[src/rtl/edge_count_scheduler_if.sv]
// Bus between the edge-count scheduler and its controller / readout logic.
// Carries the start/abort controls, sweep configuration, channel signals and result fields.
interface edge_count_scheduler_if #(
  parameter int NUM_CH = 4,
  parameter int CH_W   = 2,
  parameter int CNT_W  = 8,
  parameter int WIN_W  = 16
) ();
  logic              in_start;
  logic              in_abort;
  logic [NUM_CH-1:0] in_ch_enable;
  logic [WIN_W-1:0]  in_window;
  logic [NUM_CH-1:0] in_signal;
  logic              out_busy;
  logic              out_valid;
  logic [CH_W-1:0]   out_ch;
  logic [CNT_W-1:0]  out_count;
  logic              out_overflow;
  logic              out_done;

  modport master (
    output in_start, in_abort, in_ch_enable, in_window, in_signal,
    input  out_busy, out_valid, out_ch, out_count, out_overflow, out_done
  );

  modport slave (
    input  in_start, in_abort, in_ch_enable, in_window, in_signal,
    output out_busy, out_valid, out_ch, out_count, out_overflow, out_done
  );
endinterface

[src/rtl/edge_count_scheduler.sv]
// Shares one rising-edge counter across NUM_CH inputs: sweeps enabled channels in
// ascending order, counting edges over a programmed window and reporting each result.
module edge_count_scheduler #(
  parameter int NUM_CH = 4,
  parameter int CH_W   = 2,
  parameter int CNT_W  = 8,
  parameter int WIN_W  = 16
) (
  input logic                   in_clock,
  input logic                   in_reset,
  edge_count_scheduler_if.slave bus
);
  localparam logic [1:0] ST_IDLE   = 2'd0;
  localparam logic [1:0] ST_SETTLE = 2'd1;
  localparam logic [1:0] ST_COUNT  = 2'd2;
  localparam logic [1:0] ST_REPORT = 2'd3;
  localparam logic [CNT_W-1:0] CNT_MAX = {CNT_W{1'b1}};
  localparam logic [CNT_W-1:0] CNT_ONE = {{(CNT_W-1){1'b0}}, 1'b1};
  localparam logic [WIN_W-1:0] WIN_ONE = {{(WIN_W-1){1'b0}}, 1'b1};

  // Lowest enabled channel at index >= first; MSB of the result flags "found".
  function automatic logic [CH_W:0] find_ch(input logic [NUM_CH-1:0] mask, input int first);
    logic [CH_W:0] res;
    res = {(CH_W+1){1'b0}};
    for (int i = NUM_CH - 1; i >= 0; i--) begin
      if (mask[i] && (i >= first)) begin
        res = {1'b1, CH_W'(i)};
      end
    end
    return res;
  endfunction

  logic [1:0]        state_q, state_d;
  logic [CH_W-1:0]   ptr_q, ptr_d;
  logic [NUM_CH-1:0] mask_q, mask_d;
  logic [WIN_W-1:0]  win_q, win_d;
  logic [WIN_W-1:0]  timer_q, timer_d;
  logic [CNT_W-1:0]  cnt_q, cnt_d;
  logic              ovf_q, ovf_d;
  logic              prev_q, prev_d;
  logic              busy_q, busy_d;
  logic              valid_q, valid_d;
  logic              done_q, done_d;
  logic [CH_W-1:0]   och_q, och_d;
  logic [CNT_W-1:0]  ocnt_q, ocnt_d;
  logic              oovf_q, oovf_d;

  logic              sel_s, edge_s, ovf_upd_s;
  logic [CNT_W-1:0]  cnt_upd_s;
  logic [CH_W:0]     first_s, next_s;

  assign sel_s   = bus.in_signal[ptr_q];
  assign edge_s  = sel_s & ~prev_q;
  assign first_s = find_ch(bus.in_ch_enable, 0);
  assign next_s  = find_ch(mask_q, int'(ptr_q) + 1);

  // Saturating edge counter update; an edge at full scale only raises overflow.
  always_comb begin
    cnt_upd_s = cnt_q;
    ovf_upd_s = ovf_q;
    if (edge_s) begin
      if (cnt_q == CNT_MAX) begin
        ovf_upd_s = 1'b1;
      end else begin
        cnt_upd_s = cnt_q + CNT_ONE;
      end
    end else begin
      cnt_upd_s = cnt_q;
    end
  end

  // Sweep FSM; result outputs are staged on the last COUNT cycle so they are registered.
  always_comb begin
    state_d = state_q;
    ptr_d   = ptr_q;
    mask_d  = mask_q;
    win_d   = win_q;
    timer_d = timer_q;
    cnt_d   = cnt_q;
    ovf_d   = ovf_q;
    prev_d  = prev_q;
    valid_d = 1'b0;
    done_d  = 1'b0;
    och_d   = och_q;
    ocnt_d  = ocnt_q;
    oovf_d  = oovf_q;
    case (state_q)
      ST_IDLE: begin
        if (bus.in_start && !bus.in_abort) begin
          mask_d = bus.in_ch_enable;
          win_d  = bus.in_window;
          if ((bus.in_ch_enable == {NUM_CH{1'b0}}) || (bus.in_window == {WIN_W{1'b0}})) begin
            done_d = 1'b1;
          end else begin
            state_d = ST_SETTLE;
            ptr_d   = first_s[CH_W-1:0];
          end
        end else begin
          state_d = ST_IDLE;
        end
      end
      ST_SETTLE: begin
        if (bus.in_abort) begin
          state_d = ST_IDLE;
        end else begin
          prev_d  = sel_s;
          cnt_d   = {CNT_W{1'b0}};
          ovf_d   = 1'b0;
          timer_d = win_q;
          state_d = ST_COUNT;
        end
      end
      ST_COUNT: begin
        if (bus.in_abort) begin
          state_d = ST_IDLE;
        end else begin
          prev_d  = sel_s;
          cnt_d   = cnt_upd_s;
          ovf_d   = ovf_upd_s;
          timer_d = timer_q - WIN_ONE;
          if (timer_q == WIN_ONE) begin
            state_d = ST_REPORT;
            valid_d = 1'b1;
            done_d  = ~next_s[CH_W];
            och_d   = ptr_q;
            ocnt_d  = cnt_upd_s;
            oovf_d  = ovf_upd_s;
          end else begin
            state_d = ST_COUNT;
          end
        end
      end
      ST_REPORT: begin
        if (bus.in_abort || !next_s[CH_W]) begin
          state_d = ST_IDLE;
        end else begin
          ptr_d   = next_s[CH_W-1:0];
          state_d = ST_SETTLE;
        end
      end
      default: begin
        state_d = ST_IDLE;
      end
    endcase
    busy_d = (state_d != ST_IDLE);
  end

  // State and output registers.
  always_ff @(posedge in_clock or negedge in_reset) begin
    if (!in_reset) begin
      state_q <= ST_IDLE;
      ptr_q   <= {CH_W{1'b0}};
      mask_q  <= {NUM_CH{1'b0}};
      win_q   <= {WIN_W{1'b0}};
      timer_q <= {WIN_W{1'b0}};
      cnt_q   <= {CNT_W{1'b0}};
      ovf_q   <= 1'b0;
      prev_q  <= 1'b0;
      busy_q  <= 1'b0;
      valid_q <= 1'b0;
      done_q  <= 1'b0;
      och_q   <= {CH_W{1'b0}};
      ocnt_q  <= {CNT_W{1'b0}};
      oovf_q  <= 1'b0;
    end else begin
      state_q <= state_d;
      ptr_q   <= ptr_d;
      mask_q  <= mask_d;
      win_q   <= win_d;
      timer_q <= timer_d;
      cnt_q   <= cnt_d;
      ovf_q   <= ovf_d;
      prev_q  <= prev_d;
      busy_q  <= busy_d;
      valid_q <= valid_d;
      done_q  <= done_d;
      och_q   <= och_d;
      ocnt_q  <= ocnt_d;
      oovf_q  <= oovf_d;
    end
  end

  assign bus.out_busy     = busy_q;
  assign bus.out_valid    = valid_q;
  assign bus.out_done     = done_q;
  assign bus.out_ch       = och_q;
  assign bus.out_count    = ocnt_q;
  assign bus.out_overflow = oovf_q;
endmodule
[src/flat_wrapper.sv]
// flat-port wrapper written by rule: the top's interface ports become plain ports
module edge_count_scheduler_flat 
#(
  parameter int NUM_CH = 4,
  parameter int CH_W   = 2,
  parameter int CNT_W  = 8,
  parameter int WIN_W  = 16
)
  (in_clock, in_reset, bus_in_start, bus_in_abort, bus_in_ch_enable, bus_in_window, bus_in_signal, bus_out_busy, bus_out_valid, bus_out_ch, bus_out_count, bus_out_overflow, bus_out_done);
  edge_count_scheduler_if #(.NUM_CH(NUM_CH), .CH_W(CH_W), .CNT_W(CNT_W), .WIN_W(WIN_W)) bus_i ();
  input logic in_clock;
  input logic in_reset;
  input wire logic [$bits(bus_i.in_start)-1:0] bus_in_start;
  input wire logic [$bits(bus_i.in_abort)-1:0] bus_in_abort;
  input wire logic [$bits(bus_i.in_ch_enable)-1:0] bus_in_ch_enable;
  input wire logic [$bits(bus_i.in_window)-1:0] bus_in_window;
  input wire logic [$bits(bus_i.in_signal)-1:0] bus_in_signal;
  output wire logic [$bits(bus_i.out_busy)-1:0] bus_out_busy;
  output wire logic [$bits(bus_i.out_valid)-1:0] bus_out_valid;
  output wire logic [$bits(bus_i.out_ch)-1:0] bus_out_ch;
  output wire logic [$bits(bus_i.out_count)-1:0] bus_out_count;
  output wire logic [$bits(bus_i.out_overflow)-1:0] bus_out_overflow;
  output wire logic [$bits(bus_i.out_done)-1:0] bus_out_done;
  assign bus_i.in_start = bus_in_start;
  assign bus_i.in_abort = bus_in_abort;
  assign bus_i.in_ch_enable = bus_in_ch_enable;
  assign bus_i.in_window = bus_in_window;
  assign bus_i.in_signal = bus_in_signal;
  assign bus_out_busy = bus_i.out_busy;
  assign bus_out_valid = bus_i.out_valid;
  assign bus_out_ch = bus_i.out_ch;
  assign bus_out_count = bus_i.out_count;
  assign bus_out_overflow = bus_i.out_overflow;
  assign bus_out_done = bus_i.out_done;
  edge_count_scheduler #(.NUM_CH(NUM_CH), .CH_W(CH_W), .CNT_W(CNT_W), .WIN_W(WIN_W)) u_core (.in_clock(in_clock), .in_reset(in_reset), .bus(bus_i));
endmodule
[config.mk]
export PLATFORM = sky130hd
export DESIGN_NAME = edge_count_scheduler_flat
export DESIGN_NICKNAME = d
export VERILOG_FILES = /design/src/rtl/edge_count_scheduler_if.sv /design/src/rtl/edge_count_scheduler.sv /design/src/flat_wrapper.sv
export SDC_FILE = /design/constraint.sdc
export NUM_CORES = 1
export LEC_CHECK = 0
export BUFFER_PORTS_ARGS = -buffer_cell sky130_fd_sc_hd__buf_2
export CORE_UTILIZATION = 55
export DETAILED_ROUTE_END_ITERATION = 16
export PLACE_DENSITY = 0.76
export SYNTH_ARGS = -nofsm -noshare
export SYNTH_HDL_FRONTEND = slang
export SYNTH_SLANG_ARGS = --single-unit
[constraint.sdc]
create_clock -name in_clock -period 4.4 [get_ports in_clock]
set_input_delay 0.44 -clock in_clock [delete_from_list [all_inputs] [get_ports in_clock]]
set_output_delay 0.44 -clock in_clock [all_outputs]
set_load 0.01 [all_outputs]
==> results.md <==
* Arrival time worst endpoint at 2.73 ns
* Internal Power at 1.06 mW
* Post-Syn Nets at 372
* CTS root buf: clkbuf_8
* CP Launch Type: flip-flop
* Reg2Reg Depth at 10
* Post-CTS Setup Bufs at 0
* Maximum Capacitance Violations at 0
* Uppermost layer routed: met4
* Final Wtd Congestion at 0.853
* IO Port Bufs at 41
* Mapped Area at 0.00328 sq mm
* Starting Density at 58.2%
* Top-level I/O count at 42
* Post-synth ARST share at 100%
* Vias at 2815
* Fin nets at 411
* DR WL met3 at 589 um
* Clock Tree Buf Depth at 2
* Syn avg cell area at 9.75 sq um
* TritonCTS Buffers at 9
* Global Route Usage Sum at 26.5%
* Most common cell after layout, fill and taps aside: dfrtp_1
* Power share of the combinational group at 19.4%
* Worst skew pair latency at 0.34 ns
* RSZ-0062 raised after global routing: no
* Switching Share at 31.6%
* Commonest cells after routing, fill and taps aside: dfrtp_1, buf_2, nand2_1
* First-pass GRT wire length at 12600 um
* Routed WL at 7420 um
* Vias in the first global route at 2671
* GR Overflow Total at 0
* CP Max Fanout at 25
* P_sw at 0.489 mW
* Worst slew pin tran at 0.867 ns
* Num Clock Sinks at 63
* Initial antenna violation count at 0
* Yosys Warn Count at 0
* Full die area at 0.00628 sq mm
* Layout cells sized above 1 at 22.6%
* Mapped Cells at 337
* Iter 0 DRT Violations at 285
* Cell count after placement at 437
* Dominant synthesized flop cell: dfrtp_1
* Setup tns final at 0 ns
* Seq/Total Area, Yosys at 48.0%
* Worst endpoint required time at 4.66 ns
* Achievable Freq at 404 MHz
* Max_slew headroom at 42.0%
* Power per standard cell area at 414 mW/mm^2
* Peak VDD IR at 0.000234 V
* Antenna diodes at 0
* Area grow syn2layout at 13.9%
* Hold Fails Final Rpt at 0
* Setup violators final at 0
* Die W at 79.3 um
* Die Y at 79.3 um
* Drt wl/cell at 16.4 um
* Hold_buf cts at 0
* Post-DP HPWL at 5150 um
* Largest net degree at the start of global routing at 64
* Tcrit/Tclk final at 56.3%
* Leak Pwr at 1.63 nW
* Post-synth cell types at 52
* Clk_skew at 0.0120 ns
* DRC errors left at 0
* M1 wire length at 3340 um
* Yosys reg bits at 63
* Cts repair resizes at 0
* Worst-path clk slew at 0.08 ns
* Via/cell ratio at 6.21
* Proportion of power drawn by the clock network at 32.0%
* Hold WS at 0.267 ns
* Post-layout min period at 2.48 ns
* Total core area at 0.00564 sq mm
* Met2 routed wirelength at 3290 um
* Antenna-violating nets left at 0
* Part of the power in registers at 48.6%
* Crit path kind: reg2reg
* Hold Path Class: in2async
* Post-synth EDFFs at 0
* Placement Rows at 27
* H-tree levels at 3
* Finished Layout Cells at 453
* TritonRoute pass-1 iters at 5
* Pins over their slew limit at 0
* CP endpoint kind: flip-flop
* TritonCTS clock tree: built
* Status: finished clean
-- stage by stage --
step / util [%] / cell area (sq um) / total power [mW] / worst slack, ns
floorplan: - / 3280 / 0.954 / 2.47
global placement: 62.8 / 3540 / 1.05 / 2.09
detailed placement: 62.8 / 3540 / 1.05 / 1.98
CTS: 66.3 / 3740 / 1.55 / 1.96
global route: 66.3 / 3740 / 1.63 / 1.70
finish: 66.3 / 3740 / 1.55 / 1.92
-- registers in the layout (all words and copies together), names as in the netlist --
| signal | flops |
|---|---|
| u_core.ovf_q | 1 |
| u_core.bus.out_count | 8 |
| u_core.prev_q | 1 |
| u_core.bus.out_busy | 1 |
| u_core.bus.out_overflow | 1 |
| u_core.win_q | 16 |
| u_core.bus.out_done | 1 |
| u_core.bus.out_valid | 1 |
| u_core.cnt_q | 8 |
| u_core.state_q | 2 |
| u_core.bus.out_ch | 2 |
| u_core.mask_q | 3 |
| u_core.timer_q | 16 |
| u_core.ptr_q | 2 |
-- worst max-delay path, stage by stage (launching register included) --
cell and delay (ns):
dfrtp_1 0.43, inv_1 0.10, ha_1 0.15, buf_4 0.26, nand2b_1 0.28, nor3b_1 0.26, nand4_1 0.12, buf_4 0.23
inv_1 0.27, o21ai_0 0.13, o21ai_0 0.17
-- cells by family (layout without fill, tap and decap cells) --
group                    Yosys count  count (layout)  synth area share, %
multiplexers                      25              25                 8.72
buffers and inverters             34              78                 3.96
XOR/XNOR                           2               2                0.533
AND/OR/NAND/NOR                  109             109                 17.1
adder cells (fa/ha/maj)            7               7                 2.67
AO/OA/AOI/OAI                     97              97                 19.0
flip-flops                        63              63                 48.0
-- power by group through the flow --
stage | clock [mW] | sequential [mW] | combinational, mW
2_1_floorplan | 0 | 0.730 | 0.224
3_3_place_gp | 0 | 0.755 | 0.292
3_5_place_dp | 0 | 0.757 | 0.297
4_1_cts | 0.505 | 0.748 | 0.299
5_1_grt | 0.533 | 0.763 | 0.336
6_report | 0.496 | 0.752 | 0.300
-- Yosys cell counts (4+ instances only) --
master    number  area [sq um]
nor2b_1        5          31.3
clkbuf_1      14          52.6
o22ai_1        6          37.5
o31ai_1        4          30.0
inv_1         15          56.3
nand2b_1       4          25.0
nor3_1        12          60.1
dfrtp_1       63          1580
nand4_1        4          25.0
mux2_2        19           214
nor4_1         8          50.1
nand2_1       27           101
o311ai_0       5          43.8
nand3_1       11          55.1
a32oi_1        7          61.3
a21oi_1       23           115
o21ai_0       25           125
nor2_1        21          78.8
mux2i_1        5          50.1
ha_1           7          87.6
a31oi_1        4          25.0
-- layer usage --
metal  vias to the layer above  GRT usage (%)
met4                         0           13.3
met3                        21           7.36
met1                      1327           36.3
met2                       133           38.5
met5                         -              0
li1                       1334              -
-- path summary, 6_finish.rpt --
kind | slack, ns | start | end
min | 0.27 | in_reset | u_core.win_q[13]
max | 1.92 | u_core.state_q[0] | u_core.bus.out_count[4]
max reg2reg | 1.92 | u_core.state_q[0] | u_core.bus.out_count[4]
min reg2reg | 0.48 | u_core.bus.out_count[2] | u_core.bus.out_count[2]
min in group in_clock | 0.34 | bus_in_window[5] | u_core.win_q[5]
max in group asynchronous | 3.60 | in_reset | u_core.win_q[9]
-- final cells by class --
| cell class | instances | area (sq um) |
|---|---|---|
| flip-flops and latches | 63 | 1580 |
| clock buffers | 9 | 124 |
| inverters | 17 | 63.8 |
| repair buffers | 45 | 235 |
| multi-input cells | 240 | 1580 |
| fillers | 431 | 1900 |
| well taps | 72 | 90.1 |
| clock inverters | 7 | 73.8 |
(Power assumes the default switching activity.)
